## src/rtl/rvc_fetch_aligner_pkg.sv

```systemverilog
// Shared types and helpers for the RVC fetch aligner: alignment state encoding
// and the compressed-halfword test.
package rvc_pkg;

    typedef enum logic [1:0] {
        ALIGNED = 2'd0,
        SPAN    = 2'd1,
        HI_COMP = 2'd2,
        SKIP_LO = 2'd3
    } align_state_t;

    localparam logic [1:0] OPC_FULL = 2'b11;

    function automatic logic is_rvc(input logic [15:0] half);
        return (half[1:0] != OPC_FULL);
    endfunction

endpackage

```

## src/rtl/rvc_fetch_aligner.sv

```systemverilog
// Splits 4-byte-aligned fetch words into 16/32-bit RVC instructions, carrying a
// leftover upper halfword across words and tracking the instruction PC.
module rvc_fetch_aligner
    import rvc_pkg::*;
#(
    parameter logic [31:0] RESET_PC = 32'h0000_0000
) (
    input  logic        clk_i,
    input  logic        reset_i,
    input  logic        fetch_valid_i,
    input  logic [31:0] fetch_data_i,
    output logic        fetch_ready_o,
    input  logic        redirect_i,
    input  logic [31:0] redirect_pc_i,
    output logic        instr_valid_o,
    input  logic        instr_ready_i,
    output logic [31:0] instr_o,
    output logic [31:0] instr_pc_o,
    output logic        instr_is_compressed_o,
    output logic        f1f1_o,
    output logic        f1f2_o,
    output logic        hf_o,
    output logic        fh_o,
    output logic        hh_o,
    output logic        stall_compressed_o
);

    align_state_t state_q, state_d;
    logic [15:0]  buf_q, buf_d;
    logic [31:0]  pc_q, pc_d;

    logic [15:0]  lo_s, hi_s;
    logic         valid_s, fire_s;
    logic [4:0]   class_s;   // {f1f1, f1f2, hf, fh, hh}
    logic         stall_s;
    logic [31:0]  instr_s;

    assign lo_s = fetch_data_i[15:0];
    assign hi_s = fetch_data_i[31:16];

    // State, leftover half and PC registers with synchronous reset
    always_ff @(posedge clk_i) begin
        if (reset_i) begin
            state_q <= ALIGNED;
            buf_q   <= 16'h0000;
            pc_q    <= RESET_PC;
        end else begin
            state_q <= state_d;
            buf_q   <= buf_d;
            pc_q    <= pc_d;
        end
    end

    // Instruction selection per alignment state
    always_comb begin
        valid_s = 1'b0;
        instr_s = 32'h0000_0000;
        class_s = 5'b00000;
        stall_s = 1'b0;
        case (state_q)
            ALIGNED: begin
                valid_s = fetch_valid_i;
                if (!is_rvc(lo_s)) begin
                    instr_s = fetch_data_i;
                    class_s = 5'b10000;
                end else if (is_rvc(hi_s)) begin
                    instr_s = {16'h0000, lo_s};
                    class_s = 5'b00001;
                end else begin
                    instr_s = {16'h0000, lo_s};
                    class_s = 5'b00100;
                end
            end
            SPAN: begin
                valid_s = fetch_valid_i;
                instr_s = {lo_s, buf_q};
                if (is_rvc(hi_s)) begin
                    class_s = 5'b00010;
                end else begin
                    class_s = 5'b01000;
                end
            end
            HI_COMP: begin
                valid_s = 1'b1;
                instr_s = {16'h0000, buf_q};
                class_s = 5'b00001;
                stall_s = 1'b1;
            end
            SKIP_LO: begin
                // A full upper half only seeds the buffer; nothing is emitted yet
                if (is_rvc(hi_s)) begin
                    valid_s = fetch_valid_i;
                    instr_s = {16'h0000, hi_s};
                    class_s = 5'b00001;
                end else begin
                    valid_s = 1'b0;
                end
            end
            default: begin
                valid_s = 1'b0;
            end
        endcase
        if (redirect_i) begin
            valid_s = 1'b0;
        end else begin
            valid_s = valid_s;
        end
    end

    assign fire_s = valid_s & instr_ready_i;

    // Next-state, buffer, PC and fetch handshake
    always_comb begin
        state_d       = state_q;
        buf_d         = buf_q;
        pc_d          = pc_q;
        fetch_ready_o = 1'b0;
        if (redirect_i) begin
            state_d = redirect_pc_i[1] ? SKIP_LO : ALIGNED;
            buf_d   = 16'h0000;
            pc_d    = redirect_pc_i;
        end else begin
            case (state_q)
                ALIGNED, SPAN: begin
                    fetch_ready_o = fire_s;
                    if (fire_s) begin
                        buf_d = hi_s;
                        if (state_q == ALIGNED && !is_rvc(lo_s)) begin
                            state_d = ALIGNED;
                        end else if (is_rvc(hi_s)) begin
                            state_d = HI_COMP;
                        end else begin
                            state_d = SPAN;
                        end
                    end else begin
                        state_d = state_q;
                    end
                end
                HI_COMP: begin
                    if (fire_s) begin
                        state_d = ALIGNED;
                    end else begin
                        state_d = state_q;
                    end
                end
                SKIP_LO: begin
                    if (is_rvc(hi_s)) begin
                        fetch_ready_o = fire_s;
                        if (fire_s) begin
                            state_d = ALIGNED;
                        end else begin
                            state_d = state_q;
                        end
                    end else begin
                        fetch_ready_o = fetch_valid_i;
                        if (fetch_valid_i) begin
                            buf_d   = hi_s;
                            state_d = SPAN;
                        end else begin
                            state_d = state_q;
                        end
                    end
                end
                default: begin
                    state_d = ALIGNED;
                end
            endcase
            if (fire_s) begin
                pc_d = pc_q + (is_rvc(instr_s[15:0]) ? 32'd2 : 32'd4);
            end else begin
                pc_d = pc_d;
            end
        end
    end

    assign instr_valid_o         = valid_s;
    assign instr_o               = instr_s;
    assign instr_pc_o            = pc_q;
    assign instr_is_compressed_o = is_rvc(instr_s[15:0]);
    assign f1f1_o                = valid_s & class_s[4];
    assign f1f2_o                = valid_s & class_s[3];
    assign hf_o                  = valid_s & class_s[2];
    assign fh_o                  = valid_s & class_s[1];
    assign hh_o                  = valid_s & class_s[0];
    assign stall_compressed_o    = valid_s & stall_s;

endmodule

```

## config.mk

```make
export PLATFORM = sky130hd
export DESIGN_NAME = rvc_fetch_aligner
export DESIGN_NICKNAME = d
export VERILOG_FILES = /design/src/rtl/rvc_fetch_aligner_pkg.sv /design/src/rtl/rvc_fetch_aligner.sv
export SDC_FILE = /design/constraint.sdc
export NUM_CORES = 1
export LEC_CHECK = 0
export CORE_UTILIZATION = 50
export CTS_BUF_LIST = sky130_fd_sc_hd__clkbuf_8
export CTS_CLUSTER_SIZE = 25
export DETAILED_ROUTE_END_ITERATION = 6
export DONT_BUFFER_PORTS = 1
export GPL_ROUTABILITY_DRIVEN = 0
export PLACE_DENSITY = 0.75
export SYNTH_ARGS = -nofsm -noshare
export SYNTH_HDL_FRONTEND = slang
export SYNTH_SLANG_ARGS = --single-unit
```

## constraint.sdc

```tcl
create_clock -name clk_i -period 4.4 [get_ports clk_i]
set_input_delay 0.88 -clock clk_i [delete_from_list [all_inputs] [get_ports clk_i]]
set_output_delay 0.88 -clock clk_i [all_outputs]
set_load 0.02 [all_outputs]
```

# ---- After elaboration in Yosys (flattened, before gate mapping)
# Index checks and enable logic that the tools add are counted.
dict set report classes {
  n_addsub 1
  n_eq_ne 11
  mux 31
  bitwise_logic 7
  reduce_logical 9
}
# cell n
set op_table {}
lappend op_table {{$pmux 32 s4} 1}
lappend op_table {{$mux 32} 3}
lappend op_table {{$mux 16} 4}
lappend op_table {{$add 32x3->32} 1}
lappend op_table {{$pmux 16 s2} 1}
lappend op_table {{$pmux 5 s4} 1}
lappend op_table {{$mux 2} 8}
lappend op_table {{$ne 2x2->1 const B} 5}
lappend op_table {{$and 1x1->1} 7}
lappend op_table {{$mux 1} 6}
lappend op_table {{$mux 3} 2}
lappend op_table {{$pmux 2 s3} 1}
lappend op_table {{$mux 5} 1}
lappend op_table {{$eq 2x2->1 const B} 2}
lappend op_table {{$mux 4} 1}
lappend op_table {{$ne 4x4->1 const B} 1}
lappend op_table {{$reduce_and 4->1} 1}
lappend op_table {{$reduce_bool 2->1} 2}
lappend op_table {{$reduce_or 2->1} 2}
lappend op_table {{$ne 3x1->1 const B} 1}
lappend op_table {{$pmux 1 s3} 1}
lappend op_table {{$eq 2x1->1 const B} 1}
lappend op_table {{$logic_not 2->1} 1}
lappend op_table {{$ne 2x1->1 const B} 1}
lappend op_table {{4 further kinds} 4}
dict set report word_totals {
  reg_bits 50
  in_bits 69
  out_inout_bits 73
  elab_cells 62
}

# ---- Longest topological paths before layout
dict set report depth {
  depth_word 9
  mapped_depth 14
  depth_no_buf 13
}

# ---- Worst setup path before layout
# No wires, ideal clock.
dict set report synth_path {
  kind {in2reg}
  startpoint {input fetch_data_i[16]}
  endpoint {register pc_q[31], in the netlist instr_pc_o[31]}
  setup_ps 86
  arrival_ps 3603
  t_required_ps 4314
  setup_slack_ps 711
  path_stages 12
  n_path_buf 0
  cell_sequence {and4b_1 -> a221oi_1 -> nor2_1 -> inv_1 -> ha_1 -> inv_1 -> fa_1 -> nand4b_1 -> or3_1 -> nor4_1 -> xnor2_1 -> a211oi_1}
}
dict set report synth_via {
  elab_chain_cells 8
  word_cells_on_any_way 13
  cone_classes {add/sub (1); eq/ne (2); mux (8); bitwise (1); reduce/logical (1)}
}
# element line
set synth_lines {}
lappend synth_lines {{start, declared} rvc_fetch_aligner.sv:11} ;# input logic [31:0] fetch_data_i,
lappend synth_lines {{$ne 2x2->1} rvc_fetch_aligner_pkg.sv:15} ;# return (half[1:0] != OPC_FULL);
lappend synth_lines {{$mux 16 *} rvc_fetch_aligner.sv:91} ;# if (is_rvc(hi_s)) begin
lappend synth_lines {{$pmux 32 s4 *} rvc_fetch_aligner.sv:60} ;# case (state_q)
lappend synth_lines {{$ne 2x2->1 *} -}
lappend synth_lines {{net instr_is_compressed_o} rvc_fetch_aligner.sv:19} ;# output logic instr_is_compressed_o,
lappend synth_lines {{$mux 3 *} rvc_fetch_aligner.sv:169} ;# pc_d = pc_q + (is_rvc(instr_s[15:0]) ? 32'd2 : 32'd4);
lappend synth_lines {{$add 32x3->32 *} rvc_fetch_aligner.sv:169}
lappend synth_lines {{$mux 32 *} rvc_fetch_aligner.sv:168} ;# if (fire_s) begin
lappend synth_lines {{$mux 32 *} rvc_fetch_aligner.sv:118} ;# if (redirect_i) begin
lappend synth_lines {{end signal, assigned} rvc_fetch_aligner.sv:50} ;# pc_q <= pc_d;
lappend synth_lines {{end, declared} rvc_fetch_aligner.sv:30} ;# logic [31:0] pc_q, pc_d;
# Mark *: on every way through the listed nets, which the timed path passes. The rest lies on a longest branch. The select of a mux whose other input is x is not followed.
# A chain may end at the register's enable or synchronous reset.

# ---- Final worst setup path
dict set report layout_path {
  startpoint {register state_q[1]}
  endpoint {register pc_q[31], in the netlist instr_pc_o[31]}
}
dict set report layout_via {
  elab_chain_cells 7
  word_cells_on_any_way 15
  cone_classes {add/sub (1); eq/ne (4); mux (6); bitwise (1); reduce/logical (3)}
}
# element line
set layout_lines {}
lappend layout_lines {{start, declared} rvc_fetch_aligner.sv:28} ;# align_state_t state_q, state_d;
lappend layout_lines {{start signal, assigned} rvc_fetch_aligner.sv:48} ;# state_q <= state_d;
lappend layout_lines {{$eq 2x2->1, or another cell as far along} rvc_fetch_aligner.sv:60}
lappend layout_lines {{$pmux 32 s4 *} rvc_fetch_aligner.sv:60}
lappend layout_lines {{$ne 2x2->1 *} -}
lappend layout_lines {{net instr_is_compressed_o} rvc_fetch_aligner.sv:19}
lappend layout_lines {{$mux 3 *} rvc_fetch_aligner.sv:169}
lappend layout_lines {{$add 32x3->32 *} rvc_fetch_aligner.sv:169}
lappend layout_lines {{$mux 32 *} rvc_fetch_aligner.sv:168}
lappend layout_lines {{$mux 32 *} rvc_fetch_aligner.sv:118}
# Marks and branches as above.

==> results.md <==
* Status: finished, final reports clean
* Synth top area share at 0.305
* Arr. time, crit path at 4110 ps
* Cts bufs inserted at 5
* CP cell instances: buf_4 > nand2b_1 > nand2_1 > a221oi_1 > nor2_1 > inv_1 > ha_1 > inv_1 > fa_1 > nand4b_1 > or3_1 > nor4_1 > xnor2_1 > a211oi_1
* Async SR Flop Fraction at 0
* DR vias at 3074
* Overflow after GRT at 0
* Fmax at 0.257 GHz
* Post-synthesis instance total at 401
* Mux contribution to synthesized area at 0.0610
* Total power at 1080 uW
* LEAKAGE at 0.00131 uW
* Worst vdd ir at 0.176 mV
* Count of cell types in the netlist at 57
* Via density at 6.68
* Die height at 83 um
* CORE AREA at 0.00635 mm2
* Slew at the pin closest to its max-slew limit at 1060 ps
* CP max FO at 16
* RSZ-0062 raised after global routing: no
* # H-tree levels at 2
* Max-slew headroom at the worst pin at 0.289
* Synthesized Nets at 473
* Main combinational cell family by area after synthesis: simple AND/OR/NAND/NOR gates
* # nets final at 454
* Critical path origin: state_q[1]
* Synth Area in Simple Gates at 0.269
* Non-Filler Instances at 460
* Synth area leader: dfxtp_1
* Drt drc at 0
* Commonest non-fill, non-tap cell in the layout: dfxtp_1
* P per Cell Area at 317 mW/mm2
* Dpl hpwl at 6.21 mm
* Routed length per instance at 18.8 um
* Primary FF master, synth: dfxtp_1
* Post-synth EDFFs at 0
* Final period util at 0.884
* Top Ports at 142
* CTS Buffer Depth at 2
* Final Hold Vio Count at 0
* Clock Skew at 6.28 ps
* Inst Count DP at 452
* Port Buffers at 0
* Startpoint type of the worst setup path: flip-flop
* First-pass GRT wire length at 14.1 mm
* Commonest non-fill, non-tap cells in the layout: 49 x dfxtp_1, 46 x nor2_1, 23 x nand2_1
* Cell Rows at 29
* Max-Cap Viols at 0
* Vias in the first global route at 2854
* Largest net degree at the start of global routing at 45
* Synth warnings at 0
* CTS sink cnt at 50
* Final Slew Violations at 0
* Die W at 83 um
* Crit path kind: reg -> reg
* Initial DRC count at 166
* Crit end category: flip-flop
* TritonCTS clock tree: done
* Initial Util at 0.517
* Detailed Route WL at 8.65 mm
* Share of layout cells above drive strength 1 at 0.0733
* Hold Startpoint: buf_q[3]
* CP max-delay cell: or3_1
* Synth Area in XOR/XNOR at 0.0587
* Clock root buffer: clkbuf_8
* Setup TNS at 0 ps
* #FFs+latches synth at 50
* Clk pin slew, worst setup/hold paths at 90 ps
* Avg Cell Area, Syn at 8.18 um2
* Worst hold-check path type: reg -> reg
* Antenna viol nets, final at 0
* Die area at 0.00689 mm2
* Compound-gate portion of the synthesized area at 0.225
* Final worst slack at 510 ps
* Register area share after synthesis at 0.305
* Most common cell on crit path: inv_1
* Final setup vio count at 0
* Crit path time final at 3890 ps
* Pre-CTS WS at 312 ps
* GRT Resource Usage Total at 0.247
* Critical Path RT at 4620 ps
* FF-to-FF Start: state_q[1]
* Initial antenna violation count at 1
* CP peak stage delay at 500 ps
* Clk_lat worst skew at 300 ps
* DRT Pass-1 Iters at 5
* Synth Area in Adders at 0.0137
* Synthesized area at 0.00328 mm2
* Top cells by area, synth: dfxtp_1 31%, mux2i_1 6.1%, nor2_1 5.3%, xnor2_1 5.1%, a211oi_1 4.3%
* Area growth from synthesis to layout at 4.04%
==> synthesized netlist by cell type (4+ instances only) <==
| cell | n |
|---|---|
| a211oi_1 | 19 |
| a21oi_1 | 12 |
| a222oi_1 | 12 |
| a22o_1 | 16 |
| a311oi_1 | 4 |
| a31oi_1 | 4 |
| and2_1 | 4 |
| and3_1 | 5 |
| buf_2 | 6 |
| clkbuf_1 | 22 |
| dfxtp_1 | 50 |
| inv_1 | 21 |
| mux2i_1 | 20 |
| nand2_1 | 23 |
| nand2b_1 | 4 |
| nand3_1 | 6 |
| nand4_1 | 7 |
| nor2_1 | 46 |
| nor2b_1 | 9 |
| nor3_1 | 18 |
| nor4_1 | 5 |
| o21ai_0 | 8 |
| o22ai_1 | 7 |
| or3_1 | 6 |
| xnor2_1 | 19 |
==> stage by stage <==
step | util | area [um2] | hold slack (ps)
2_1_floorplan | - | 3280 | 462
3_3_place_gp | 0.519 | 3300 | 479
3_5_place_dp | 0.519 | 3300 | 490
4_1_cts | 0.537 | 3410 | 515
5_1_grt | 0.538 | 3410 | 546
6_report | 0.538 | 3410 | 508
==> state kept, by name (all words and copies together) (netlist names) <==
signal and flops:
instr_pc_o 32, state_q 2, buf_q 16
==> cell families (layout without fill, tap and decap cells) <==
kind of cell,after synthesis,in the layout
and+or+nand+nor,155,155
xor gates and xnor gates,22,22
AOI/OAI and AO/OA,97,97
other,0,1
DFF,50,50
muxes,20,20
adders and majority gates,3,3
buffers and inverters,54,35
==> area by class of cell <==
class	count	area (um2)
Tap cell	77	96.3
Timing Repair Buffer	6	45.0
Fill cell	596	2940
Antenna cell	1	2.50
Clock buffer	6	82.6
Multi-Input combinational cell	297	2070
Sequential cell	50	1000
Inverter	22	82.6
Clock inverter	1	30.0
==> power breakdown <==
| group | internal (uW) | switching (uW) | total (uW) |
|---|---|---|---|
| combinational | 74.3 | 137 | 211 |
| clock | 182 | 150 | 332 |
| sequential | 476 | 61.9 | 538 |
| total | 733 | 349 | 1080 |
==> per-layer routing <==
metal / wire length [um] / track usage / vias up
met5: 0 / 0 / -
met4: 156 / 0.0752 / 0
met2: 4210 / 0.421 / 170
met1: 3540 / 0.304 / 1438
li1: - / - / 1453
met3: 745 / 0.0626 / 13
==> worst max-delay path: cells and delay by family (launching register included) <==
family	cells	cell delay [ps]
AOI/OAI and AO/OA	2	550
DFF	1	390
adders and majority gates	2	660
and+or+nand+nor	6	1560
xor gates and xnor gates	1	100
buffers and inverters	3	540
==> path summary, 6_finish.rpt <==
check | to | slack, ps | cells after the start
worst min register to register | buf_q[3] | 510 | 2
worst max register to register | instr_pc_o[31] | 510 | 14
worst max-delay path | instr_pc_o[31] | 510 | 14
worst min-delay path | buf_q[3] | 510 | 2
==> what timing repair did <==
action,CTS,global route
setup endpoints to repair,0,1
setup buffers,0,0
hold buffers,0,0
gates resized for setup,0,1
No activity file was read; power rests on OpenSTA's default activity.
